`config.mk`:
```
export PLATFORM = sky130hd
export DESIGN_NAME = hazard_scoreboard
export DESIGN_NICKNAME = d
export VERILOG_FILES = /design/src/rtl/hazard_scoreboard_pkg.sv /design/src/rtl/hazard_src_check.sv /design/src/rtl/hazard_scoreboard.sv
export SDC_FILE = /design/constraint.sdc
export NUM_CORES = 1
export LEC_CHECK = 0
export CORE_MARGIN = 5
export CORE_UTILIZATION = 33
export CTS_CLUSTER_DIAMETER = 40
export DETAILED_ROUTE_END_ITERATION = 10
export DONT_BUFFER_PORTS = 1
export PLACE_DENSITY_LB_ADDON = 0.15
export SLEW_MARGIN = 10
export SYNTH_ARGS = -nofsm -noshare
export SYNTH_HDL_FRONTEND = slang
export SYNTH_SLANG_ARGS = --single-unit
export TNS_END_PERCENT = 5
```
`constraint.sdc`:
```
create_clock -name clk1 -period 2.8 [get_ports clk1]
set_input_delay 0.42 -clock clk1 [delete_from_list [all_inputs] [get_ports clk1]]
set_output_delay 0.42 -clock clk1 [all_outputs]
set_load 0.005 [all_outputs]
```
`src/rtl/hazard_scoreboard_pkg.sv`:
```
// Shared encodings and default geometry for the hazard scoreboard.
package hazard_scoreboard_pkg;

  localparam int unsigned FwdRf        = 0;
  localparam int unsigned DefNreg      = 32;
  localparam int unsigned DefRw        = 5;
  localparam int unsigned DefNstage    = 3;
  localparam int unsigned DefLoadStage = 2;
  localparam int unsigned DefBrStage   = 2;
  localparam int unsigned DefCntw      = 32;

  function automatic int unsigned sel_width(input int unsigned nstage);
    return $clog2(nstage + 1);
  endfunction

endpackage

```
`src/rtl/hazard_src_check.sv`:
```
// Per-operand RAW check: finds the youngest in-flight producer of one source
// register and decides between stall, forward, or plain regfile read.
module hazard_src_check
  import hazard_scoreboard_pkg::*;
#(
  parameter int unsigned RW         = DefRw,
  parameter int unsigned NSTAGE     = DefNstage,
  parameter int unsigned FWD_EN     = 1,
  parameter int unsigned WB_BYPASS  = 1,
  parameter int unsigned LOAD_STAGE = DefLoadStage,
  parameter int unsigned SW         = sel_width(NSTAGE)
) (
  input  logic [NSTAGE-1:0]         v_i,
  input  logic [NSTAGE-1:0][RW-1:0] rd_i,
  input  logic [NSTAGE-1:0]         ld_i,
  input  logic [RW-1:0]             src_i,
  input  logic                      use_i,
  output logic                      match_o,
  output logic [SW-1:0]             m_o,
  output logic                      hazard_o,
  output logic [SW-1:0]             fwd_o
);

  int unsigned mi;
  logic        ldm;
  logic        active;

  always_comb begin
    mi  = 0;
    ldm = 1'b0;
    // Scan oldest to youngest so the youngest producer is the one left standing.
    for (int unsigned s = NSTAGE; s >= 1; s--) begin
      if (v_i[s-1] && (rd_i[s-1] == src_i)) begin
        mi  = s;
        ldm = ld_i[s-1];
      end
    end

    active  = use_i && (src_i != '0);
    match_o = active && (mi != 0);
    m_o     = SW'(mi);

    if (FWD_EN != 0) begin
      hazard_o = match_o && ldm && (mi < LOAD_STAGE);
    end else begin
      hazard_o = match_o && ((mi < NSTAGE) || (WB_BYPASS == 0));
    end

    fwd_o = SW'(FwdRf);
    if ((FWD_EN != 0) && match_o && !hazard_o && !((mi == NSTAGE) && (WB_BYPASS != 0))) begin
      fwd_o = SW'(mi);
    end
  end

endmodule

```
`src/rtl/hazard_scoreboard.sv`:
```
// Data-hazard interlock/forwarding controller: tracks in-flight destinations per
// stage, stalls ID on unresolvable RAW hazards and squashes wrong-path entries.
module hazard_scoreboard
  import hazard_scoreboard_pkg::*;
#(
  parameter int unsigned NREG       = DefNreg,
  parameter int unsigned RW         = $clog2(NREG),
  parameter int unsigned NSTAGE     = DefNstage,
  parameter int unsigned FWD_EN     = 1,
  parameter int unsigned WB_BYPASS  = 1,
  parameter int unsigned LOAD_STAGE = DefLoadStage,
  parameter int unsigned BR_STAGE   = DefBrStage,
  parameter int unsigned CNTW       = DefCntw
) (
  input  logic                            clk1,
  input  logic                            reset,
  input  logic                            id_valid,
  input  logic [RW-1:0]                   id_rs,
  input  logic [RW-1:0]                   id_rt,
  input  logic                            id_use_rs,
  input  logic                            id_use_rt,
  input  logic [RW-1:0]                   id_rd,
  input  logic                            id_wr,
  input  logic                            id_load,
  input  logic                            flush,
  input  logic                            halted,
  output logic                            stall,
  output logic                            issue,
  output logic [sel_width(NSTAGE)-1:0]    fwd_a,
  output logic [sel_width(NSTAGE)-1:0]    fwd_b,
  output logic [CNTW-1:0]                 stall_count
);

  localparam int unsigned SW = sel_width(NSTAGE);

  logic [NSTAGE-1:0]         v_q, v_d;
  logic [NSTAGE-1:0]         ld_q, ld_d;
  logic [NSTAGE-1:0][RW-1:0] rd_q, rd_d;
  logic [CNTW-1:0]           cnt_q, cnt_d;

  logic          match_a, match_b, haz_a, haz_b;
  logic [SW-1:0] m_a, m_b;
  logic          unused_m;

  assign unused_m = ^{match_a, match_b, m_a, m_b};

  hazard_src_check #(
    .RW         (RW),
    .NSTAGE     (NSTAGE),
    .FWD_EN     (FWD_EN),
    .WB_BYPASS  (WB_BYPASS),
    .LOAD_STAGE (LOAD_STAGE),
    .SW         (SW)
  ) u_chk_a (
    .v_i      (v_q),
    .rd_i     (rd_q),
    .ld_i     (ld_q),
    .src_i    (id_rs),
    .use_i    (id_use_rs),
    .match_o  (match_a),
    .m_o      (m_a),
    .hazard_o (haz_a),
    .fwd_o    (fwd_a)
  );

  hazard_src_check #(
    .RW         (RW),
    .NSTAGE     (NSTAGE),
    .FWD_EN     (FWD_EN),
    .WB_BYPASS  (WB_BYPASS),
    .LOAD_STAGE (LOAD_STAGE),
    .SW         (SW)
  ) u_chk_b (
    .v_i      (v_q),
    .rd_i     (rd_q),
    .ld_i     (ld_q),
    .src_i    (id_rt),
    .use_i    (id_use_rt),
    .match_o  (match_b),
    .m_o      (m_b),
    .hazard_o (haz_b),
    .fwd_o    (fwd_b)
  );

  // A flush outranks any stall condition; halted drains without issuing.
  assign stall       = id_valid && !halted && !flush && (haz_a || haz_b);
  assign issue       = id_valid && !halted && !flush && !stall;
  assign stall_count = cnt_q;

  always_comb begin
    v_d  = '0;
    ld_d = '0;
    rd_d = '0;

    v_d[0]  = issue && id_wr && (id_rd != '0);
    ld_d[0] = issue && id_load;
    rd_d[0] = issue ? id_rd : '0;

    // Entry leaving stage i moves to i+1; younger-than-branch entries die on flush.
    for (int unsigned i = 1; i < NSTAGE; i++) begin
      v_d[i]  = v_q[i-1] && !(flush && (i < BR_STAGE));
      ld_d[i] = ld_q[i-1];
      rd_d[i] = rd_q[i-1];
    end

    cnt_d = cnt_q;
    if (stall && (cnt_q != '1)) begin
      cnt_d = cnt_q + 1'b1;
    end
  end

  always_ff @(posedge clk1) begin
    if (reset) begin
      v_q   <= '0;
      ld_q  <= '0;
      rd_q  <= '0;
      cnt_q <= '0;
    end else begin
      v_q   <= v_d;
      ld_q  <= ld_d;
      rd_q  <= rd_d;
      cnt_q <= cnt_d;
    end
  end

endmodule

```
==> impl_summary.log, run 1 <==
[metrics] status: finished, final reports clean
[metrics] Clock Skew: 0.0105 ns
[metrics] per-instance average area after synthesis: 8.94 µm²
[metrics] final number of max-transition violations: 0
[metrics] Hold Crit Start: reset
[metrics] initial standard-cell utilization of the core: 33.9%
[metrics] final critical-path setup slack: 0.471 ns
[metrics] area leader, netlist: dfxtp_1
[metrics] first-pass GRT wire length: 10000 µm
[metrics] relative max-transition margin: 57.3%
[metrics] IO buf count: 0
[metrics] top routing layer in use: met4
[metrics] clock period minus worst slack: 2.33 ns
[metrics] data arrival at the endpoint of the critical path: 2.56 ns
[metrics] Post-Syn Area: 2460 µm²
[metrics] number of synthesized register bits: 45
[metrics] critical-path maximum fanout: 19
[metrics] predominant post-synthesis flop cell: dfxtp_1
[metrics] GRT Resource Usage Total: 14.0%
[metrics] total setup buffers inserted after CTS: 0
[metrics] chain of cells forming the critical path: xnor2_1 > nand4_1 > nor3_4 > o21ai_4 > buf_4 > or4_1 > a21oi_1
[metrics] worst stage delay on the critical path: 0.52 ns
[metrics] count of nets left with antenna violations after detail routing: 0
[metrics] pin count of the biggest net entering global routing: 43
[metrics] Critical Path Slowest Stage Cell: or4_1
[metrics] post-CTS resize count: 0
[metrics] layout cells sized above 1: 10.1%
[metrics] area of all placed cells without fillers: 2670 µm²
[metrics] Yosys warnings: 0
[metrics] number of diodes: 0
[metrics] DP Area: 2540 µm²
[metrics] sort of element at the start of the critical path: register
[metrics] Total Wirelength: 6190 µm
[metrics] power per unit of standard cell area: 449 nW/µm²
[metrics] depth of the worst register-to-register path: 7
[metrics] TritonCTS clock tree: built
[metrics] hold-critical path depth: 1
[metrics] initial antenna violation count: 0
[metrics] setup TNS: 0 ns
[metrics] routed metal-1 wirelength: 2960 µm
[metrics] library cell used as clock root buffer: clkbuf_8
[metrics] I/O pins: 62
[metrics] category of cells accounting for the largest share of critical-path delay: simple AND/OR/NAND/NOR gates
[metrics] peak ir drop on the vdd network: 0.191 mV
[metrics] number of nets in the final layout: 301
[metrics] initial DRC count: 167
[metrics] Routed WL per cell: 16.5 µm
[metrics] synth-to-layout area growth: 8.40%
[metrics] Die Y: 96.3 µm
[metrics] via count of the first global-routing pass: 1895
[metrics] maximum clock frequency: 0.429 GHz
[metrics] Die Outline Area: 9280 µm²
[metrics] total of max-cap violations: 0
[metrics] Critical Path Stages: 7
[metrics] crit path buf inv count: 1
[metrics] number of instances in the synthesized netlist: 275
[metrics] final routed DRC violation total: 0
[metrics] floorplan row count: 31
[metrics] worst setup timing slack at the placement stage: 0.466 ns
[metrics] share of flip-flops with an asynchronous set or reset: 0%
[metrics] ratio of routed vias to standard cells: 5.51
[metrics] Met3 Routed Length: 531 µm
[metrics] kind of end point of the critical path: register
[metrics] leakage power summed over all cells: 0.000822 µW
[metrics] Worst Hold Class: in -> reg
[metrics] die extent in x: 96.3 µm
[metrics] top post-synthesis cells by area: dfxtp_1 (37%), or4_1 (6.4%), o31ai_1 (6.1%)
[metrics] overflow left after global routing: 0
[metrics] placeable core region: 7250 µm²
[metrics] H-Tree Level Count: 2
[metrics] share of the synthesized area in the top cell type: 36.6%
[metrics] fillcell total: 759
[metrics] number of clock sinks: 45
[metrics] met2 wire length: 2600 µm
[metrics] total of endpoints with negative setup slack in the final report: 0
[metrics] worst setup path category: reg -> reg
[metrics] launch instance of the worst register-to-register path: rd_d[7]
[metrics] Detail Placement HPWL: 4590 µm
[metrics] hold violation count in the final report: 0
[metrics] Seq. cell area: 901 µm²
[metrics] number of detailed-routing iterations run before antenna repair: 4
[metrics] multi-input logic area: 1460 µm²
[metrics] Crit path required time: 3.03 ns
[metrics] final period utilization: 83.2%
[metrics] syn nets: 300
[metrics] gpl congestion: 0.901
[metrics] sequential area share after synthesis: 36.6%
[metrics] count of hold buffers inserted by post-cts repair: 0
[metrics] number of distinct standard cells referenced by the synthesized netlist: 41
[metrics] critical path startpoint: rd_d[7]
[metrics] number of buffers inserted during clock tree synthesis: 5
[metrics] Post-synth EDFFs: 0
[metrics] buffer levels on the longest clock path: 2
[metrics] clock input transition at the sequential cells of the worst setup and hold paths: 0.09 ns
[metrics] RSZ-0062 raised after global routing: no
[metrics] via count of the routed design: 2071
[metrics] Clock Latency Late Sink: 0.30 ns
[metrics] Tightest Pin Transition: 0.637 ns
## flip-flops by register name, summed over array words and instances (netlist names)
signal / flops
ld_q: 1
stall_count: 32
rd_d: 10
v_q: 2
## power breakdown
| part | total (µW) | switching, µW | leakage (µW) | internal, µW |
|---|---|---|---|---|
| Clock | 523 | 232 | 0.0000574 | 290 |
| Combinational | 28.6 | 12.6 | 0.000402 | 16.0 |
| Sequential | 645 | 2.96 | 0.000363 | 642 |
## through the flow
stage / total power, µW / utilization, % / cells / hold slack [ns]
floorplan: 692 / - / 275 / 0.468
global placement: 688 / 35.1 / 368 / 0.498
detailed placement: 688 / 35.1 / 368 / 0.498
CTS: 1220 / 36.7 / 376 / 0.168
global route: 1240 / 36.7 / 376 / 0.150
finish: 1200 / 36.7 / 376 / 0.175
## final timing paths
path,to,slack [ns]
worst min register to register,stall_count[4],0.51
worst max register to register,stall_count[10],0.47
worst max-delay path,stall_count[10],0.47
worst min-delay path,stall_count[3],0.17
## worst reg2reg max path, cell delays in order (launching register included)
cell and delay (ns):
dfxtp_1 0.42, xnor2_1 0.14, nand4_1 0.21, nor3_4 0.38, o21ai_4 0.20, buf_4 0.24
or4_1 0.52, a21oi_1 0.15
## final cells by class
type                    instances  share of cell area (%)
well taps                      99                    4.65
repair buffers                  7                    1.97
inverters                       2                   0.282
multi-input cells             215                    54.8
clock inverters                 2                    1.41
flip-flops and latches         45                    33.8
clock buffers                   6                    3.10
## cells in the final DEF (no fill, tap or decap), types with 2 or more instances in the layout
| master | Yosys | routed |
|---|---|---|
| buf_4 | 3 | 7 |
| a21oi_1 | 25 | 25 |
| clkbuf_8 | 0 | 6 |
| dfxtp_1 | 45 | 45 |
| or4_1 | 21 | 21 |
| nand3_1 | 18 | 18 |
| nand2_1 | 13 | 13 |
| nor2_1 | 12 | 12 |
| xnor2_1 | 14 | 14 |
| mux2_2 | 2 | 2 |
| and2_1 | 9 | 9 |
| inv_1 | 2 | 2 |
| nor2b_1 | 10 | 10 |
| nor3_4 | 2 | 2 |
| nor4_1 | 6 | 6 |
| nand4_1 | 6 | 6 |
| o21ai_0 | 5 | 5 |
| o211ai_1 | 2 | 2 |
| nor3_1 | 5 | 5 |
| nor3b_1 | 2 | 2 |
| o31ai_1 | 20 | 20 |
| o2111ai_1 | 3 | 3 |
| o21ai_2 | 2 | 2 |
| and4_1 | 3 | 3 |
| xor2_1 | 11 | 11 |
| and3_1 | 6 | 6 |
| or3_1 | 5 | 5 |
## cells in the mapped netlist, types with 2 or more instances
cell type / number
xor2_1: 11
nor3_1: 5
o2111ai_1: 3
or3_1: 5
xnor2_1: 14
o31ai_1: 20
and4_1: 3
inv_1: 2
nand3_1: 18
clkbuf_1: 6
a21oi_1: 25
o211ai_1: 2
buf_4: 3
o21ai_2: 2
o21ai_0: 5
nor4_1: 6
nor2_1: 12
nand2_1: 13
and2_1: 9
mux2_2: 2
dfxtp_1: 45
nand4_1: 6
nor3_4: 2
buf_6: 4
or4_1: 21
nor3b_1: 2
and3_1: 6
nor2b_1: 10
## cells by family after synthesis
group / after synthesis / synth area share (%)
simple gates: 125 / 31.6
compound gates: 61 / 17.0
flops: 45 / 36.6
xor+xnor: 25 / 8.91
buf+inv: 15 / 3.97
mux: 3 / 1.37
fa+ha+maj: 1 / 0.509
## metal layers
layer  up-vias  track usage, %
li1       1049               -
met1       965            19.3
met2        49            19.4
met3         8            5.71
met4         0            5.02
met5         -               0
Note: power is estimated with default switching activity, not from simulation.
==> run 2: changes to the inputs <==
--- a/config.mk
+++ b/config.mk
@@ -5,6 +5,7 @@
 export SDC_FILE = /design/constraint.sdc
 export NUM_CORES = 1
 export LEC_CHECK = 0
+export ABC_AREA = 1
 export CORE_MARGIN = 5
 export CORE_UTILIZATION = 33
 export CTS_CLUSTER_DIAMETER = 40
==> constraint.sdc (replaced) <==
create_clock -name clk1 -period 2.42 [get_ports clk1]
set_input_delay 0.363 -clock clk1 [delete_from_list [all_inputs] [get_ports clk1]]
set_output_delay 0.363 -clock clk1 [all_outputs]
set_load 0.005 [all_outputs]
==> impl_summary.log, run 2 <==
[metrics] status: finished, final reports clean
[metrics] top post-synthesis cells by count: nand2_1 (197), nor2_1 (119), inv_1 (92)
[metrics] die extent in x: 114 µm
[metrics] layout cells sized above 1: 8.03%
[metrics] number of diodes: 0
[metrics] area leader, netlist: dfxtp_1
[metrics] top post-synthesis cells by area: dfxtp_1 (28%), nand2_1 (21%), nor2_1 (12%)
[metrics] number of synthesized register bits: 51
[metrics] Clock Latency Late Sink: 0.32 ns
[metrics] synth-to-layout area growth: 7.13%
[metrics] share of the synthesized area in the top cell type: 28.4%
[metrics] per-instance average area after synthesis: 5.76 µm²
[metrics] clock input transition at the sequential cells of the worst setup and hold paths: 0.09 ns
[metrics] most used cells in the layout excluding fill and tap cells: nand2_1 (197), nor2_1 (119), inv_1 (92)
[metrics] worst setup timing slack at the placement stage: 0.376 ns
[metrics] critical path startpoint: rd_d[11]
[metrics] H-Tree Level Count: 2
[metrics] I/O pins: 62
[metrics] overflow left after global routing: 0
[metrics] predominant post-synthesis flop cell: dfxtp_1
[metrics] worst stage delay on the critical path: 0.37 ns
[metrics] number of detailed-routing iterations run before antenna repair: 4
[metrics] final period utilization: 89.3%
[metrics] Post-synth EDFFs: 0
[metrics] relative max-transition margin: 65.3%
[metrics] number of distinct standard cells referenced by the synthesized netlist: 32
[metrics] Critical Path Slowest Stage Cell: dfxtp_1
[metrics] total setup buffers inserted after CTS: 0
[metrics] met2 wire length: 4770 µm
[metrics] via count of the routed design: 3659
[metrics] TritonCTS clock tree: built
[metrics] initial standard-cell utilization of the core: 33.5%
[metrics] number of instances in the synthesized netlist: 624
[metrics] Yosys warnings: 0
[metrics] first-pass GRT wire length: 17200 µm
[metrics] via count of the first global-routing pass: 3488
[metrics] Post-Syn Area: 3600 µm²
[metrics] Detail Placement HPWL: 8170 µm
[metrics] total of endpoints with negative setup slack in the final report: 0
[metrics] kind of end point of the critical path: output port
[metrics] chain of cells forming the critical path: inv_1 > nand2_1 > nand2_1 > nor2_1 > nand3_1 > nand3_2 > nand2_1 > or3b_1 > inv_1
[metrics] critical-path maximum fanout: 3
[metrics] initial antenna violation count: 0
[metrics] IO buf count: 0
[metrics] launch instance of the worst register-to-register path: stall_count[0]
[metrics] clock period minus worst slack: 2.16 ns
[metrics] gpl congestion: 0.883
[metrics] power per unit of standard cell area: 384 nW/µm²
[metrics] peak ir drop on the vdd network: 0.223 mV
[metrics] ratio of routed vias to standard cells: 4.80
[metrics] final number of max-transition violations: 0
[metrics] sort of element at the start of the critical path: register
[metrics] setup TNS: 0 ns
[metrics] worst setup path category: reg -> out
[metrics] placeable core region: 10700 µm²
[metrics] total of max-cap violations: 0
[metrics] Tightest Pin Transition: 0.520 ns
[metrics] hold violation count in the final report: 0
[metrics] data arrival at the endpoint of the critical path: 1.80 ns
[metrics] cell repeated most along the worst path: nand2_1
[metrics] buffer levels on the longest clock path: 2
[metrics] final routed DRC violation total: 0
[metrics] Total Wirelength: 10400 µm
[metrics] Die Y: 114 µm
[metrics] Met3 Routed Length: 626 µm
[metrics] Routed WL per cell: 13.6 µm
[metrics] initial DRC count: 183
[metrics] library cell used as clock root buffer: clkbuf_8
[metrics] number of nets in the final layout: 647
[metrics] final critical-path setup slack: 0.259 ns
[metrics] crit path buf inv count: 2
[metrics] routed metal-1 wirelength: 4760 µm
[metrics] top routing layer in use: met4
[metrics] Hold Crit Start: reset
[metrics] syn nets: 649
[metrics] Largest register FFs: 32
[metrics] pin count of the biggest net entering global routing: 55
[metrics] Clock Skew: 0.00822 ns
[metrics] fillcell total: 1245
[metrics] count of hold buffers inserted by post-cts repair: 0
[metrics] most frequently used cell type in the post-synthesis netlist: nand2_1
[metrics] Die Outline Area: 13100 µm²
[metrics] number of buffers inserted during clock tree synthesis: 5
[metrics] leakage power summed over all cells: 0.00165 µW
[metrics] post-CTS resize count: 0
[metrics] share of flip-flops with an asynchronous set or reset: 0%
[metrics] RSZ-0062 raised after global routing: no
[metrics] GRT Resource Usage Total: 16.2%
[metrics] maximum clock frequency: 0.463 GHz
[metrics] floorplan row count: 38
[metrics] category of cells accounting for the largest share of critical-path delay: simple AND/OR/NAND/NOR gates
[metrics] sequential area share after synthesis: 28.4%
[metrics] count of nets left with antenna violations after detail routing: 0
[metrics] most common cell after layout, fill and taps aside: nand2_1
[metrics] number of clock sinks: 51
[metrics] Worst Hold Class: in -> reg
[metrics] Crit path required time: 2.06 ns
run 2: final timing paths:
kind	to	slack [ns]	depth (start not counted)
setup / recovery	fwd_a[1]	0.26	9
hold / removal	rd_q[10]	0.11	1
setup reg to reg	stall_count[22]	0.36	11
hold reg to reg	v_q[2]	0.46	2
run 2: worst reg2reg max path, stage by stage (launching register included):
cell     delay, ns
dfxtp_1       0.41
ha_1          0.21
nand2_1       0.12
nor2_1        0.22
nand4_1       0.21
nor2_1        0.24
nand3_1       0.16
nor2_1        0.17
nand3_1       0.09
nand2_1       0.07
inv_1         0.03
nor2_1        0.08
run 2: per-stage QoR:
stage | util [%] | area (µm²) | cells | total power [µW] | hold slack, ns
after floorplan | - | 3600 | 624 | 931 | 0.416
after global placement | 34.9 | 3750 | 755 | 944 | 0.439
after detailed placement | 34.9 | 3750 | 755 | 944 | 0.440
after CTS | 35.9 | 3850 | 763 | 1510 | 0.0948
after global routing | 35.9 | 3850 | 763 | 1540 | 0.0898
final | 35.9 | 3850 | 763 | 1480 | 0.110
run 2: power by group:
| group | internal [µW] | switching, µW |
|---|---|---|
| Clock | 262 | 293 |
| Combinational | 25.0 | 53.8 |
| Sequential | 842 | 2.88 |
run 2: cell type report:
class / count / area (µm²) / area share [%]
clock buffers: 8 / 100 / 2.60
inverters: 105 / 394 / 10.2
multi-input cells: 453 / 2090 / 54.3
flip-flops and latches: 51 / 1020 / 26.5
well taps: 140 / 175 / 4.55
repair buffers: 6 / 70.1 / 1.82
run 2: cell families after synthesis:
family / count (synthesis) / share of synthesized area, %
flops: 51 / 28.4
xor+xnor: 4 / 0.974
buf+inv: 120 / 13.6
compound gates: 18 / 2.61
fa+ha+maj: 1 / 0.348
simple gates: 430 / 54.1
run 2: metal layers:
| layer | vias up | GRT usage [%] |
|---|---|---|
| met4 | 0 | 4.99 |
| met1 | 1649 | 19.8 |
| li1 | 1929 | - |
| met2 | 63 | 27.7 |
| met3 | 18 | 4.44 |
| met5 | - | 0 |
